## config.mk

```make
export PLATFORM = sky130hd
export DESIGN_NAME = vfetch
export DESIGN_NICKNAME = d
export VERILOG_FILES = /design/src/rtl/vga_pkg.sv /design/src/rtl/sync_fifo.sv /design/src/rtl/vfetch.sv
export SDC_FILE = /design/constraint.sdc
export NUM_CORES = 1
export LEC_CHECK = 0
export BUFFER_PORTS_ARGS = -buffer_cell sky130_fd_sc_hd__buf_2
export CELL_PAD_IN_SITES_DETAIL_PLACEMENT = 1
export CELL_PAD_IN_SITES_GLOBAL_PLACEMENT = 2
export CORE_UTILIZATION = 48
export DETAILED_ROUTE_END_ITERATION = 7
export PLACE_DENSITY_LB_ADDON = 0.1
export SLEW_MARGIN = 20
export SYNTH_ARGS = -nofsm -noshare
export SYNTH_HDL_FRONTEND = slang
export SYNTH_SLANG_ARGS = --single-unit
export TNS_END_PERCENT = 50
```

## constraint.sdc

```tcl
create_clock -name MemClk -period 10.2 [get_ports MemClk]
set_input_delay 0.51 -clock MemClk [delete_from_list [all_inputs] [get_ports MemClk]]
set_output_delay 0.51 -clock MemClk [all_outputs]
set_load 0.02 [all_outputs]
```

## src/rtl/vga_pkg.sv

```systemverilog
// Shared VGA fetch constants and the in-flight tag encoding.
package vga_pkg;
    localparam int AWIDTH     = 19;
    localparam int DWIDTH     = 8;
    localparam int BASEADDR   = 0;
    localparam int FRAMEBYTES = 307200;
    localparam int TAGDEPTH   = 4;

    typedef enum logic {
        TAG_DROP = 1'b0,
        TAG_KEEP = 1'b1
    } tag_t;
endpackage

```

## src/rtl/sync_fifo.sv

```systemverilog
// Single-clock FIFO with combinational head output and occupancy count.
module sync_fifo #(
    parameter int WIDTH = 8,
    parameter int DEPTH = 16
) (
    input  logic                     clk,
    input  logic                     rst,
    input  logic                     clear,
    input  logic                     push,
    input  logic [WIDTH-1:0]         din,
    input  logic                     pop,
    output logic [WIDTH-1:0]         dout,
    output logic                     empty,
    output logic [$clog2(DEPTH):0]   count
);
    localparam int AW = $clog2(DEPTH);
    localparam int CW = AW + 1;

    logic [WIDTH-1:0] mem [DEPTH];
    logic [AW-1:0]    wrPtr;
    logic [AW-1:0]    rdPtr;
    logic             doPop;
    logic             full;

    assign empty = (count == '0);
    assign full  = (count == CW'(DEPTH));
    assign doPop = pop && !empty;
    assign dout  = mem[rdPtr];

    always_ff @(posedge clk or posedge rst) begin
        if (rst) begin
            wrPtr <= '0;
            rdPtr <= '0;
            count <= '0;
            for (int i = 0; i < DEPTH; i++) mem[i] <= '0;
        end else if (clear) begin
            wrPtr <= '0;
            rdPtr <= '0;
            count <= '0;
        end else begin
            if (push) begin
                mem[wrPtr] <= din;
                wrPtr      <= wrPtr + 1'b1;
            end
            if (doPop) rdPtr <= rdPtr + 1'b1;
            count <= count + CW'(push) - CW'(doPop);
        end
    end

    // Space is reserved upstream before a read is issued, so a full push is a bug.
    noFullPush: assert property (@(posedge clk) disable iff (rst)
        !(push && full && !clear));
endmodule

```

## src/rtl/vfetch.sv

```systemverilog
// Frame fetcher: issues sequential reads, tags each acked request and
// buffers kept return bytes for the pixel consumer.
module vfetch import vga_pkg::*; #(
    parameter int AWIDTH     = vga_pkg::AWIDTH,
    parameter int DWIDTH     = vga_pkg::DWIDTH,
    parameter int DEPTH      = 16,
    parameter int BASEADDR   = vga_pkg::BASEADDR,
    parameter int FRAMEBYTES = vga_pkg::FRAMEBYTES
) (
    input  logic              MemClk,
    input  logic              Reset,
    input  logic              FrameStart,
    output logic [AWIDTH-1:0] ReqAddr,
    input  logic              AddrAck,
    input  logic [DWIDTH-1:0] ReadData,
    input  logic              ReadDataRdy,
    input  logic              PixelReq,
    output logic [DWIDTH-1:0] PixelData,
    output logic              PixelValid,
    output logic              Underrun,
    output logic              TagError
);
    localparam int CW = $clog2(DEPTH) + 1;
    localparam int TW = $clog2(TAGDEPTH);
    localparam logic [AWIDTH-1:0] FIRST = AWIDTH'(BASEADDR);
    localparam logic [AWIDTH-1:0] LAST  = AWIDTH'(BASEADDR + FRAMEBYTES - 1);

    tag_t          tagMem [TAGDEPTH];
    logic [TW-1:0] tagWr;
    logic [TW-1:0] tagRd;
    logic [TW:0]   tagCnt;
    logic [CW-1:0] resInflight;
    logic [CW-1:0] pixCount;
    logic [CW:0]   used;
    logic          pixEmpty;

    logic tagFull;
    logic tagEmpty;
    logic ackTake;
    logic retTake;
    logic hasSpace;
    logic keepAck;
    logic headKeep;
    logic pixPush;
    logic resRelease;
    tag_t newTag;

    assign tagFull    = (tagCnt == (TW+1)'(TAGDEPTH));
    assign tagEmpty   = (tagCnt == '0);
    assign ackTake    = AddrAck && !tagFull;
    assign retTake    = ReadDataRdy && !tagEmpty;
    assign used       = {1'b0, pixCount} + {1'b0, resInflight};
    assign hasSpace   = (used < (CW+1)'(DEPTH));
    assign keepAck    = ackTake && hasSpace && !FrameStart;
    assign newTag     = keepAck ? TAG_KEEP : TAG_DROP;
    assign headKeep   = (tagMem[tagRd] == TAG_KEEP);
    assign pixPush    = retTake && headKeep && !FrameStart;
    assign resRelease = retTake && headKeep;
    assign PixelValid = !pixEmpty;

    sync_fifo #(
        .WIDTH (DWIDTH),
        .DEPTH (DEPTH)
    ) pixFifo (
        .clk   (MemClk),
        .rst   (Reset),
        .clear (FrameStart),
        .push  (pixPush),
        .din   (ReadData),
        .pop   (PixelReq && !FrameStart),
        .dout  (PixelData),
        .empty (pixEmpty),
        .count (pixCount)
    );

    // A frame restart turns every outstanding return into a discard.
    always_ff @(posedge MemClk or posedge Reset) begin
        if (Reset) begin
            tagWr  <= '0;
            tagRd  <= '0;
            tagCnt <= '0;
            for (int i = 0; i < TAGDEPTH; i++) tagMem[i] <= TAG_DROP;
        end else begin
            if (FrameStart)
                for (int i = 0; i < TAGDEPTH; i++) tagMem[i] <= TAG_DROP;
            if (ackTake) begin
                tagMem[tagWr] <= newTag;
                tagWr         <= tagWr + 1'b1;
            end
            if (retTake) tagRd <= tagRd + 1'b1;
            tagCnt <= tagCnt + (TW+1)'(ackTake) - (TW+1)'(retTake);
        end
    end

    always_ff @(posedge MemClk or posedge Reset) begin
        if (Reset) begin
            resInflight <= '0;
            ReqAddr     <= FIRST;
        end else if (FrameStart) begin
            resInflight <= '0;
            ReqAddr     <= FIRST;
        end else begin
            resInflight <= resInflight + CW'(keepAck) - CW'(resRelease);
            if (keepAck) ReqAddr <= (ReqAddr == LAST) ? FIRST : ReqAddr + 1'b1;
        end
    end

    always_ff @(posedge MemClk or posedge Reset) begin
        if (Reset) begin
            Underrun <= 1'b0;
            TagError <= 1'b0;
        end else begin
            if (FrameStart)
                Underrun <= 1'b0;
            else if (PixelReq && pixEmpty)
                Underrun <= 1'b1;
            if ((AddrAck && tagFull) || (ReadDataRdy && tagEmpty))
                TagError <= 1'b1;
        end
    end
endmodule

```

Word-level counts from Yosys, hierarchy flattened
Cells that the tools add are included.

Flip-flop bits (word level): 178. Bits of input ports: 14. Output and inout bits: 30. Logic and storage cells: 107.

Add/sub/neg operators: 12. Magnitude comparators: 7. Equal/unequal tests: 2. Multiplexer cells: 26. Bitwise operators: 5. Reductions and logical operators: 25.

Operators by type and width (number): $bwmux 128 (1); $mux 19 (3); $bmux 8 s4 (1); $demux 8 s4 (1); $mux 4 (6); $mux 8 (3); $add 19x1->19 const B (1); $eq 19x19->1 const B (1); $logic_and 1x1->1 (13); $add 5x1->5 (2); $ge 5x5->1 const B (2); $mux 5 (2); $not 4->5 (2); $sub 5x1->5 (2); $add 4x1->4 const B (2); $reduce_bool 2->1 (4); $add 5x5->6 (1); $ge 3x3->1 const B (2); $lt 6x5->1 const B (1); $mux 1 (6); $not 2->3 (2); $logic_not 5->1 (1); $lt 5x1->1 const B (1); $add 2x1->2 const B (2); other kinds (12) (15).

Depth between registers and ports, before layout
Gate-level depths: netlist (run 1).

Word-level depth: 9. Gate-level depth with buffers: 14. Depth with buffers taken out: 14.

Cells and area by module
Synthesis (run 1) repeated with hierarchy kept, for this count alone.

Cells, all modules: 700. Area total of the unflattened synthesis: 9181.3 um^2.

By module, submodules not included: sync_fifo (times used 1, cells each 473, area an instance 6979.2 um^2, sequential area each 3528.4 um^2); vfetch (times used 1, cells each 227, area an instance 2202.1 um^2, sequential area each 925.9 um^2).

Least setup slack after synthesis (run 1)
No wires, ideal clock.

Path kind: register -> register. Start: register pixFifo.count[3]. End: register pixFifo.count[4]. Setup time: 78 ps. Arrival time: 3288 ps. Data required time: 10122 ps. Slack: 6834 ps. Stages on the path, launching flop included: 15. Buffers on the path: 1. Period minus slack after synthesis: 3366 ps. Cells stage by stage: dfrtp_1 > inv_1 > ha_1 > or4b_2 > and2_1 > clkbuf_1 > nor2b_1 > ha_1 > inv_1 > ha_1 > fa_1 > a21oi_1 > nor2_1 > or3_1 > a21oi_1.

Longest elaborated chain between the ends: 5. Elaborated cells between the ends (all ways): 6. Classes of those cells: 2 x add/sub; 1 x mux; 3 x reduce/logical.

Ends and longest elaborated chain: start, declared (RTL line sync_fifo.sv:14) `output logic [$clog2(DEPTH):0] count`; start signal, assigned (RTL line sync_fifo.sv:46) `count <= count + CW'(push) - CW'(doPop);`; $logic_not 5->1 (RTL line sync_fifo.sv:25) `assign empty = (count == '0);`; $logic_not 1->1; named net PixelValid (RTL line vfetch.sv:19) `output logic PixelValid,`; $logic_and 1x1->1 (RTL line sync_fifo.sv:27) `assign doPop = pop && !empty;`; $sub 5x1->5 (RTL line sync_fifo.sv:46); $mux 5 (RTL line sync_fifo.sv:36) `end else if (clear) begin`.

The timed path passes the listed nets, and every way through them passes these cells. A chain may end at the register's enable or synchronous reset.

Final worst setup path (run 1)
Start: register pixFifo.count[2]. End: register pixFifo.count[4].

Longest elaborated chain between the ends: 5. Elaborated cells between the ends (all ways): 6. Classes of those cells: 2 x add/sub; 1 x mux; 3 x reduce/logical.

Ends and longest elaborated chain (RTL line): parallel branches: the longest is 3 deep, another holds $add 5x1->5; $sub 5x1->5 * (sync_fifo.sv:46); $mux 5 * (sync_fifo.sv:36).

Every way passes the cells marked *.

==> key figures, run 1 <==
Status
  • Status: completed

Synth
  • Share of the synthesized area in the top cell type: 49.4%
  • Synthesized flop and latch total: about 180
  • Mux share of post-synthesis cell area: roughly 29%
  • Post-Synth XOR/XNOR Area: 2.23%
  • Synth top area cells: dfrtp_1 49%, mux4_2 10%, mux2_2 10%
  • Post-Synth Simple-Gate Area: 8.63%
  • Mapped Area: between 0.009 and 0.01 mm²
  • Number of distinct library cells after synthesis: slightly above 50
  • Cell taking the most area after synthesis: dfrtp_1
  • Post-synth EDFFs: 0
  • Compound-Gate Fraction of Synth Area: ~3.6%
  • Primary FF master, synth: dfrtp_1
  • Post-synth ARST share: 100%
  • Syn avg cell area: between 10 and 15 µm²
  • Largest family of logic cells by synthesized area: multiplexers
  • Synthesized instance count: between 600 and 700
  • Syn Nets: about 700
  • Ys Warns: 0
  • Synth Area in Adders: 4.41%
  • Register area share after synthesis: approximately 50%

Clocking
  • Clk Latency, worst-skew pair: ~440 ps
  • Hold buffer count at cts: 0
  • Post-CTS setup repair buffer count: 0
  • CTS clk-pin slew, worst paths: roughly 70 ps
  • Htree depth: 4
  • Clock sink total: 178
  • CTS Buf Count: 17
  • Post-CTS sizing: 0
  • Bufs on Longest Clock Path: 2
  • Clock root cell: clkbuf_16
  • CTS tree: built

Power and ir drop
  • Switching Share: roughly 33%
  • Pwr Density: 188 mW/mm²
  • Maximum VDD drop: roughly 0.00012 V
  • Leak: a little under 0.005 µW
  • Gate power share: roughly a quarter
  • Reg power frac: between 40% and 50%
  • NetSw: roughly 620 µW
  • Clock share of power: 34.3%
  • Int Pwr: roughly 1300 µW

Critical path
  • CP bufs+invs: 2
  • CP Launch Type: register
  • Worst Path Required: 10,540 ps
  • Crit end category: register
  • Critical path class: register to register
  • Worst path arrival time: about 3800 ps
  • CP max FO: 5
  • Slowest-stage cell, CP: or4b_2
  • Cell family with most CP delay: simple AND/OR/NAND/NOR gates
  • Worst-path cell chain: inv_1 -> ha_1 -> or4b_2 -> and2_1 -> nor2b_1 -> ha_1 -> inv_1 -> ha_1 -> fa_1 -> a21oi_1 -> nor2_1 -> or3_1 -> a21oi_1
  • Crit path depth: 13
  • Worst Reg2Reg Path Length in Cells: 13
  • Most used cell, CP: ha_1
  • CP max stage delay: between 600 and 700 ps
  • R2R setup slack: approximately 6800 ps

Timing
  • Final worst path period need: between 3000 and 4000 ps
  • Final setup fails: 0
  • Fmax: a little under 300 MHz
  • Tcrit/Tclk final: about a third
  • Clock Skews: 19.9 ps
  • Final hold viol count: 0
  • Final Max Slew Viols: 0
  • Slew @ Worst Pin: about 1100 ps
  • Unrepaired setup endpoints after global routing: no
  • TNS Setup: 0 ps
  • Relative slew slack: 28.2%

Detailed routing
  • Met3 wire length: just under 500 µm
  • Routed Antenna Nets: 0
  • TritonRoute pass-1 iters: 6
  • Via Count: 5,357
  • Detailed-route wire length per cell: ~23 µm
  • Routed met1 length: between 9000 and 10,000 µm
  • DR top layer: met4
  • DR iter-0 viols: 291
  • DRC: 0
  • Met2 wire len: 10,500 µm
  • Via density: 5.84
  • Total wire length: between 20,000 and 25,000 µm

GRT
  • Largest net degree at the start of global routing: approximately 110
  • Global route overflow: 0
  • Antenna violations before repair: 0
  • Vias in the first global route: 6,052
  • Gr usage total: 23.9%
  • First-pass GRT wire length: 35,100 µm

Floorplanning
  • Die W: 139 µm
  • Starting Density: between 40% and 50%
  • Ports: between 40 and 50
  • Die Ht: around 140 µm
  • FP Rows: just under 50
  • Core Footprint: around 0.018 mm²
  • Die area: approximately 0.019 mm²

Placement
  • Routability Congestion: 0.775
  • HPWL Detailed: ~14,000 µm
  • Inst Count DP: around 900
  • I/O Buffers: 43

Layout
  • Final net count: 719
  • Fillcell total: 1,796
  • Ant. Diodes: 0
  • Share of cells above drive strength 1: roughly two fifths
  • Area of the multi-input gates: ~0.0043 mm²
  • Layout area overhead: 10.7%
  • FF/Latch Area: ~0.0045 mm²
  • Non-filler cells, final: 917

Job
  • Max cap viols: 0

Hold path
  • Hold Crit Class: primary input to asynchronous set/reset pin
[metrics by stage]
step	hold slack, ps	instance area, µm²	utilization, %	total power, µW	worst slack, ps
final	240	9990	54.9	1880	6770
after CTS	367	9990	54.8	1910	6750
after detailed placement	444	9400	51.6	1260	6800
after global routing	284	9990	54.9	1990	6570
after floorplan	453	9020	-	1140	4860
after global placement	440	9400	51.6	1240	6910
[cells in the mapped netlist (all sizes together) (9+ instances only)]
| cell | n |
|---|---|
| a21oi | 22 |
| buf | 13 |
| clkbuf | 20 |
| dfrtp | 178 |
| ha | 27 |
| inv | 32 |
| mux2 | 129 |
| mux4 | 41 |
| nand2 | 18 |
| nand3 | 18 |
| nand4 | 13 |
| nor2 | 35 |
| or3 | 9 |
| xnor2 | 14 |
| xor2 | 9 |
[final cells by class]
| type | count | share of cell area (%) |
|---|---|---|
| Clock inverter | 15 | 1.59 |
| Sequential cell | 178 | 44.6 |
| Timing Repair Buffer | 47 | 2.45 |
| Multi-Input combinational cell | 399 | 42.9 |
| Clock buffer | 17 | 4.26 |
| Tap cell | 229 | 2.87 |
| Inverter | 32 | 1.28 |
[flip-flops by register name (all words and copies together), names as in the netlist, 2 cells and up]
| register | count |
|---|---|
| ReqAddr | 19 |
| pixFifo.count | 5 |
| pixFifo.mem | 128 |
| pixFifo.rdPtr | 4 |
| pixFifo.wrPtr | 4 |
| resInflight | 5 |
| tagCnt | 3 |
| tagMem | 4 |
| tagRd | 2 |
| tagWr | 2 |
[kinds of logic (layout without fill, tap and decap cells)]
kind of cell    count (synthesis)  after routing
fa+ha+maj                      30             30
flops                         178            178
mux                           176            176
compound gates                 49             49
buf+inv                        65            111
simple gates                  121            121
xor+xnor                       23             23
[worst register-to-register path: cells and delay by family (launching register included)]
family	cells	cell delay, ps
buf+inv	2	150
fa+ha+maj	4	1100
simple gates	5	1430
flops	1	400
compound gates	2	290
[worst paths after layout]
path,from,to
setup / recovery,pixFifo.count[2],pixFifo.count[4]
hold / removal,Reset,pixFifo.mem[96]
setup reg to reg,pixFifo.count[2],pixFifo.count[4]
hold reg to reg,TagError,TagError
max in group asynchronous,Reset,pixFifo.mem[87]
min in group MemClk,PixelReq,Underrun
[layer usage]
| layer | vias to the layer above | global-route usage, % |
|---|---|---|
| li1 | 2406 | - |
| met1 | 2875 | 33.8 |
| met2 | 65 | 38.4 |
| met3 | 11 | 4.52 |
| met4 | 0 | 5.38 |
| met5 | - | 0 |
[power groups by stage]
stage	registers, µW	logic (µW)	clock network, µW
final	797	439	646
after global routing	804	495	690
after CTS	797	450	661
after detailed placement	811	444	0
after global placement	807	428	0
after floorplan	801	342	0
[cells in the final DEF, fill, tap and decap left out, types with 10 or more instances in the layout]
cell       instances
nor2_1            34
nand2_1           14
nand3_1           10
buf_2             43
a21oi_1           22
mux2_4            40
dfrtp_1          177
mux2_2            81
xnor2_1           14
mux4_2            41
clkbuf_16         17
ha_1              27
inv_1             31
nand4_1           10
Power figures use the tool's default switching activity.
==> run 2, diff against run 1 <==
--- a/config.mk
+++ b/config.mk
@@ -8,7 +8,7 @@
 export BUFFER_PORTS_ARGS = -buffer_cell sky130_fd_sc_hd__buf_2
 export CELL_PAD_IN_SITES_DETAIL_PLACEMENT = 1
 export CELL_PAD_IN_SITES_GLOBAL_PLACEMENT = 2
-export CORE_UTILIZATION = 48
+export CORE_UTILIZATION = 40
 export DETAILED_ROUTE_END_ITERATION = 7
 export PLACE_DENSITY_LB_ADDON = 0.1
 export SLEW_MARGIN = 20
==> constraint.sdc (replaced) <==
create_clock -name MemClk -period 2.9 [get_ports MemClk]
set_input_delay 0.145 -clock MemClk [delete_from_list [all_inputs] [get_ports MemClk]]
set_output_delay 0.145 -clock MemClk [all_outputs]
set_load 0.02 [all_outputs]
==> key figures, run 2 (synthesis gave the netlist of run 1 again) <==
Status
  • Status: finished, violations left
  • Violated checks: design-rule violations, negative setup slack

Detailed routing
  • Met2 wire len: between 9000 and 10,000 µm
  • Routed Antenna Nets: 0
  • Detailed-route wire length per cell: between 20 and 25 µm
  • DR top layer: met4
  • Total wire length: 21,700 µm
  • Routed met1 length: 10,700 µm
  • Via density: about 5.5
  • TritonRoute pass-1 iters: 6
  • DRC: 1
  • DR iter-0 viols: about 280
  • Via Count: ~5.5k
  • Met3 wire length: roughly 700 µm

Power and ir drop
  • Int Pwr: 4820 µW
  • NetSw: approximately 2200 µW
  • Leak: about 0.0050 µW
  • Pwr Density: roughly 670 mW/mm²
  • Gate power share: a little over a quarter
  • Maximum VDD drop: about 0.00037 V
  • Clock share of power: around a third
  • Reg power frac: roughly two fifths
  • Switching Share: 31.1%

Critical path
  • R2R Path Start: pixFifo.count[3]
  • CP Launch Type: register
  • Worst Reg2Reg Path Length in Cells: 13
  • Crit end category: register
  • Worst Path Required: about 3300 ps
  • Critical path class: register to register
  • CP max FO: 2
  • Worst path arrival time: ~3300 ps
  • R2r endpoint: pixFifo.count[4]
  • R2R setup slack: -70 ps

Layout
  • Layout area overhead: 15.4%
  • Fillcell total: between 2k and 2.5k
  • Non-filler cells, final: roughly 1k
  • FF/Latch Area: 0.00446 mm²
  • Ant. Diodes: 0
  • Biggest regs: pixFifo.mem (128), ReqAddr (19)
  • Area of the multi-input gates: around 0.0044 mm²
  • Top reg by flops: pixFifo.mem
  • Commonest non-fill, non-tap cell in the layout: dfrtp_1
  • Most frequent cells in the layout: 177 x dfrtp_1, 81 x mux2_2, 43 x buf_2
  • Share of cells above drive strength 1: about 43%
  • Number of flip-flops in the largest register: ~130
  • Final net count: roughly 750

Floorplanning
  • Die area: 0.0232 mm²
  • Die W: 152 µm
  • Ports: 44
  • FP Rows: 54
  • Starting Density: 41.1%
  • Core Footprint: approximately 0.022 mm²
  • Die Ht: between 150 and 200 µm

Timing
  • Worst setup margin: -73.1 ps
  • Final setup fails: 2
  • Final hold viol count: 0
  • Slew @ Worst Pin: about 650 ps
  • Final Max Slew Viols: 0
  • TNS Setup: -90.8 ps
  • Clock Skews: between 10 and 15 ps
  • Relative slew slack: between 50 and 60%
  • Final worst path period need: just under 3000 ps
  • Unrepaired setup endpoints after global routing: yes
  • Tcrit/Tclk final: 103%
  • Fmax: ~340 MHz

Placement
  • Inst Count DP: between 900 and 1k
  • I/O Buffers: 43
  • HPWL Detailed: 14,500 µm
  • Routability Congestion: around 0.7

Clocking
  • CTS clk-pin slew, worst paths: around 70 ps
  • Clock root cell: clkbuf_16
  • CTS Buf Count: 17
  • Clk Latency, worst-skew pair: approximately 430 ps
  • Htree depth: 4
  • Bufs on Longest Clock Path: 2
  • Clock sink total: roughly 180
  • CTS tree: built

Hold path
  • Worst Hold End: Underrun
  • Hold Crit Class: primary input to register
  • Hold Startpoint: PixelReq
  • Hold Crit Depth: 3

GRT
  • First-pass GRT wire length: roughly 36,000 µm
  • Gr usage total: around a fifth
  • Antenna violations before repair: 0
  • Global route overflow: 0
  • Vias in the first global route: roughly 6.1k
  • Largest net degree at the start of global routing: 93

Job
  • Max cap viols: 0
[run 2: stage by stage]
step	power, µW	utilization [%]	hold WS (ps)	area, µm²	setup slack, ps
after detailed placement	4610	44.2	179	9700	-375
after CTS	7050	47.2	28.0	10400	-64.8
after global placement	4540	44.2	172	9700	-256
final	7000	47.4	39.5	10400	-73.1
after floorplan	4020	-	277	9020	-466
after global routing	7360	47.4	82.2	10400	-190
[run 2: power groups by stage]
stage | sequential, µW | clock (µW) | combinational (µW)
2_1_floorplan | 2820 | 0 | 1200
3_3_place_gp | 2810 | 0 | 1730
3_5_place_dp | 2820 | 0 | 1790
4_1_cts | 2770 | 2390 | 1890
5_1_grt | 2790 | 2470 | 2110
6_report | 2770 | 2330 | 1900
[run 2: worst max path at each step]
stage                                 from          endpoint
after detailed placement  pixFifo.count[3]  pixFifo.count[4]
final                     pixFifo.count[3]  pixFifo.count[4]
after global routing      pixFifo.count[3]  pixFifo.count[4]
after floorplan           pixFifo.count[3]  pixFifo.count[4]
after global placement    pixFifo.count[3]  pixFifo.count[4]
after CTS                 pixFifo.count[3]  pixFifo.count[4]
[run 2: layout make-up]
cell class | count | area share (%)
Clock buffer | 19 | 4.16
Sequential cell | 178 | 42.8
Clock inverter | 12 | 1.47
Timing Repair Buffer | 80 | 5.12
Inverter | 32 | 1.19
Tap cell | 280 | 3.36
Multi-Input combinational cell | 399 | 41.9
[run 2: timing repair]
item,in CTS,in global routing
buffers inserted,5,1
resized for setup,9,8
endpoints found under the hold margin,13,0
endpoints found under the setup margin,3,3
pin swaps,7,12
hold buffers,1,0
[run 2: worst max-delay path, stage by stage, from the launching register on]
cell and delay (ps):
dfrtp_1 400, inv_2 90, ha_4 130, or4b_4 450, and2_4 170, nor2b_4 120
ha_4 270, inv_2 40, ha_4 150, fa_2 340, a21oi_2 120, nor2_1 60
or3_1 390, a21oi_2 150
[run 2: layer usage]
| metal | vias up | global-route usage, % |
|---|---|---|
| met1 | 2966 | 29.6 |
| li1 | 2460 | - |
| met4 | 0 | 6.37 |
| met2 | 75 | 30.0 |
| met5 | - | 0 |
| met3 | 27 | 3.81 |
==> run 3, diff against run 2 <==
--- a/config.mk
+++ b/config.mk
@@ -10,9 +10,11 @@
 export CELL_PAD_IN_SITES_GLOBAL_PLACEMENT = 2
 export CORE_UTILIZATION = 40
 export DETAILED_ROUTE_END_ITERATION = 7
-export PLACE_DENSITY_LB_ADDON = 0.1
+export HOLD_SLACK_MARGIN = 0.08
+export PLACE_DENSITY = 0.81
 export SLEW_MARGIN = 20
 export SYNTH_ARGS = -nofsm -noshare
 export SYNTH_HDL_FRONTEND = slang
+export SYNTH_HIERARCHICAL = 1
 export SYNTH_SLANG_ARGS = --single-unit
 export TNS_END_PERCENT = 50
==> key figures, run 3 <==
Status
  • Status: completed

Clocking
  • Clock sink total: 178
  • CTS clk-pin slew, worst paths: 70 ps
  • Bufs on Longest Clock Path: 2
  • Clk Latency, worst-skew pair: 430 ps
  • CTS Buf Count: 17
  • CTS tree: built
  • Htree depth: 4
  • Clock root cell: clkbuf_16

Power and ir drop
  • Leak: roughly 0.0051 µW
  • Reg power frac: 41.0%
  • Maximum VDD drop: around 0.00031 V
  • Clock share of power: 35.7%
  • Total Power: approximately 7000 µW
  • Gate power share: 23.3%
  • Pwr Density: about 660 mW/mm²
  • Switching Share: between 30 and 40%
  • Int Pwr: ~4700 µW
  • NetSw: around 2100 µW

Synth
  • Ys Warns: 6
  • Number of distinct library cells after synthesis: 62
  • Post-synth EDFFs: 0
  • Register area share after synthesis: between 40% and 50%
  • Syn avg cell area: roughly 13 µm²
  • Share of the synthesized area in the top cell type: approximately half
  • Most frequent cells after synthesis: 178 x dfrtp_1, 113 x mux2_2, 38 x mux2i_1, 32 x nor2_1, 31 x inv_1
  • Cell taking the most area after synthesis: dfrtp_1
  • Mapped Area: 0.00918 mm²
  • Primary FF master, synth: dfrtp_1
  • Synthesized instance count: 700
  • Syn Nets: roughly 740
  • Synth top area cells: dfrtp_1 49%, mux2_2 14%, mux4_2 4.2%
  • Post-synth ARST share: 100%
  • Most common cell in the netlist: dfrtp_1
  • Synthesized flop and latch total: ~180

Timing
  • Clock Skews: ~14 ps
  • Slew @ Worst Pin: about 870 ps
  • Relative slew slack: about two fifths
  • Tcrit/Tclk final: between 90 and 100%
  • Unrepaired setup endpoints after global routing: yes
  • TNS Setup: 0 ps
  • Final setup fails: 0
  • Final worst path period need: 2770 ps
  • Final hold viol count: 0
  • Final Max Slew Viols: 0
  • Fmax: between 300 and 400 MHz

Critical path
  • Worst Path Required: between 3000 and 4000 ps
  • Worst path arrival time: between 3000 and 4000 ps
  • CP max FO: 3
  • CP Launch Point: pixFifo/count[3]
  • Worst Reg2Reg Path Length in Cells: 14
  • CP endpoint: pixFifo/count[4]
  • R2r endpoint: pixFifo/count[4]
  • Crit end category: register
  • R2R setup slack: between 100 and 150 ps
  • R2R Path Start: pixFifo/count[3]
  • CP Launch Type: register
  • Critical path class: register to register

Layout
  • Biggest regs: pixFifo/mem (128), ReqAddr (19)
  • Share of cells above drive strength 1: between 30% and 40%
  • Top reg by flops: pixFifo/mem
  • Fillcell total: 2,334
  • FF/Latch Area: approximately 0.0045 mm²
  • Most frequent cells in the layout: 177 x dfrtp_1, 113 x mux2_2, 43 x buf_2
  • Final net count: approximately 790
  • Layout area overhead: 12.9%
  • Area of the multi-input gates: 0.00441 mm²
  • Number of flip-flops in the largest register: 128
  • Commonest non-fill, non-tap cell in the layout: dfrtp_1
  • Ant. Diodes: 0

Hold path
  • Hold Crit Depth: 3
  • Hold Crit Class: primary input to register

Detailed routing
  • DRC: 0
  • DR iter-0 viols: approximately 230
  • Via Count: around 5.7k
  • Total wire length: roughly 22,000 µm
  • Via density: around 5.5
  • Detailed-route wire length per cell: 20.7 µm
  • Routed Antenna Nets: 0
  • TritonRoute pass-1 iters: 6

Placement
  • HPWL Detailed: approximately 14,000 µm
  • I/O Buffers: between 40 and 50
  • Routability Congestion: about 0.80

GRT
  • Antenna violations before repair: 0
  • Gr usage total: between 15 and 20%
  • Largest net degree at the start of global routing: 56
  • First-pass GRT wire length: roughly 36,000 µm
  • Vias in the first global route: between 6k and 7k
  • Global route overflow: 0

Floorplanning
  • Die W: approximately 150 µm
  • Core Footprint: between 0.02 and 0.025 mm²
  • FP Rows: 55
  • Die area: ~0.024 mm²
  • Ports: 44
  • Starting Density: about two fifths
  • Die Ht: approximately 150 µm

Job
  • Max cap viols: 0
## run 3: area by class of cell
cell class	instances	share of cell area [%]
sequential	178	43.0
tap	285	3.44
multi-input combinational	456	42.5
clock buffer	17	4.10
clock inverter	14	1.92
timing repair buffer	62	3.86
inverter	32	1.19
## run 3: worst min path at each step
stage | startpoint | to | slack [ps]
after CTS | ReadDataRdy | TagError | 90
final | ReadDataRdy | TagError | 100
after detailed placement | Reset | Underrun | 180
after global placement | Reset | Underrun | 170
after global routing | ReadDataRdy | TagError | 100
after floorplan | FrameStart | pixFifo/count[0] | 210
## run 3: cell families (layout without fill, tap and decap cells)
group | count (synthesis) | in the layout | share of synthesized area, %
simple gates | 150 | 150 | 11.5
compound gates | 70 | 70 | 5.31
buf+inv | 66 | 125 | 3.77
xor+xnor | 23 | 23 | 2.19
mux | 183 | 183 | 24.3
fa+ha+maj | 30 | 30 | 4.33
flops | 178 | 178 | 48.5
## run 3: timing repair
action,4_1_cts,5_1_grt
setup buffers,0,2
hold buffers,2,0
hold endpoints to repair,43,0
resized for setup,0,8
setup endpoints to repair,0,2
## run 3: power groups by stage
stage | registers [µW] | logic, µW | clock network (µW)
2_1_floorplan | 2830 | 1140 | 0
3_3_place_gp | 2840 | 1490 | 0
3_5_place_dp | 2860 | 1550 | 0
4_1_cts | 2810 | 1570 | 2510
5_1_grt | 2840 | 1780 | 2610
6_report | 2810 | 1600 | 2450
## run 3: stage by stage
step / std cells / cell area, µm² / hold slack [ps] / worst slack (ps) / utilization (%)
3_3_place_gp: 1009 / 9680 / 171 / 183 / 42.9
6_report: 1044 / 10400 / 102 / 134 / 45.9
5_1_grt: 1044 / 10400 / 103 / -15.1 / 45.9
3_5_place_dp: 1009 / 9680 / 181 / 90.3 / 42.9
2_1_floorplan: 700 / 9190 / 211 / -148 / -
4_1_cts: 1042 / 10300 / 90.9 / 47.4 / 45.7
## run 3: metal layers
metal  wire (µm)  GRT usage (%)
met2       10800           32.8
met1        9910           26.3
met3         566           3.16
met4         347           6.29
met5           0              0
## run 3: worst max-delay path, stage by stage (launching register included)
cell and delay (ps):
dfrtp_1 410, inv_1 90, ha_1 140, or4b_4 480
nand2_4 100, inv_1 40, ha_1 260, inv_1 60
ha_1 150, inv_1 60, fa_1 370, nor2b_1 160
o21bai_1 100, a21oi_1 170, nor3b_2 60
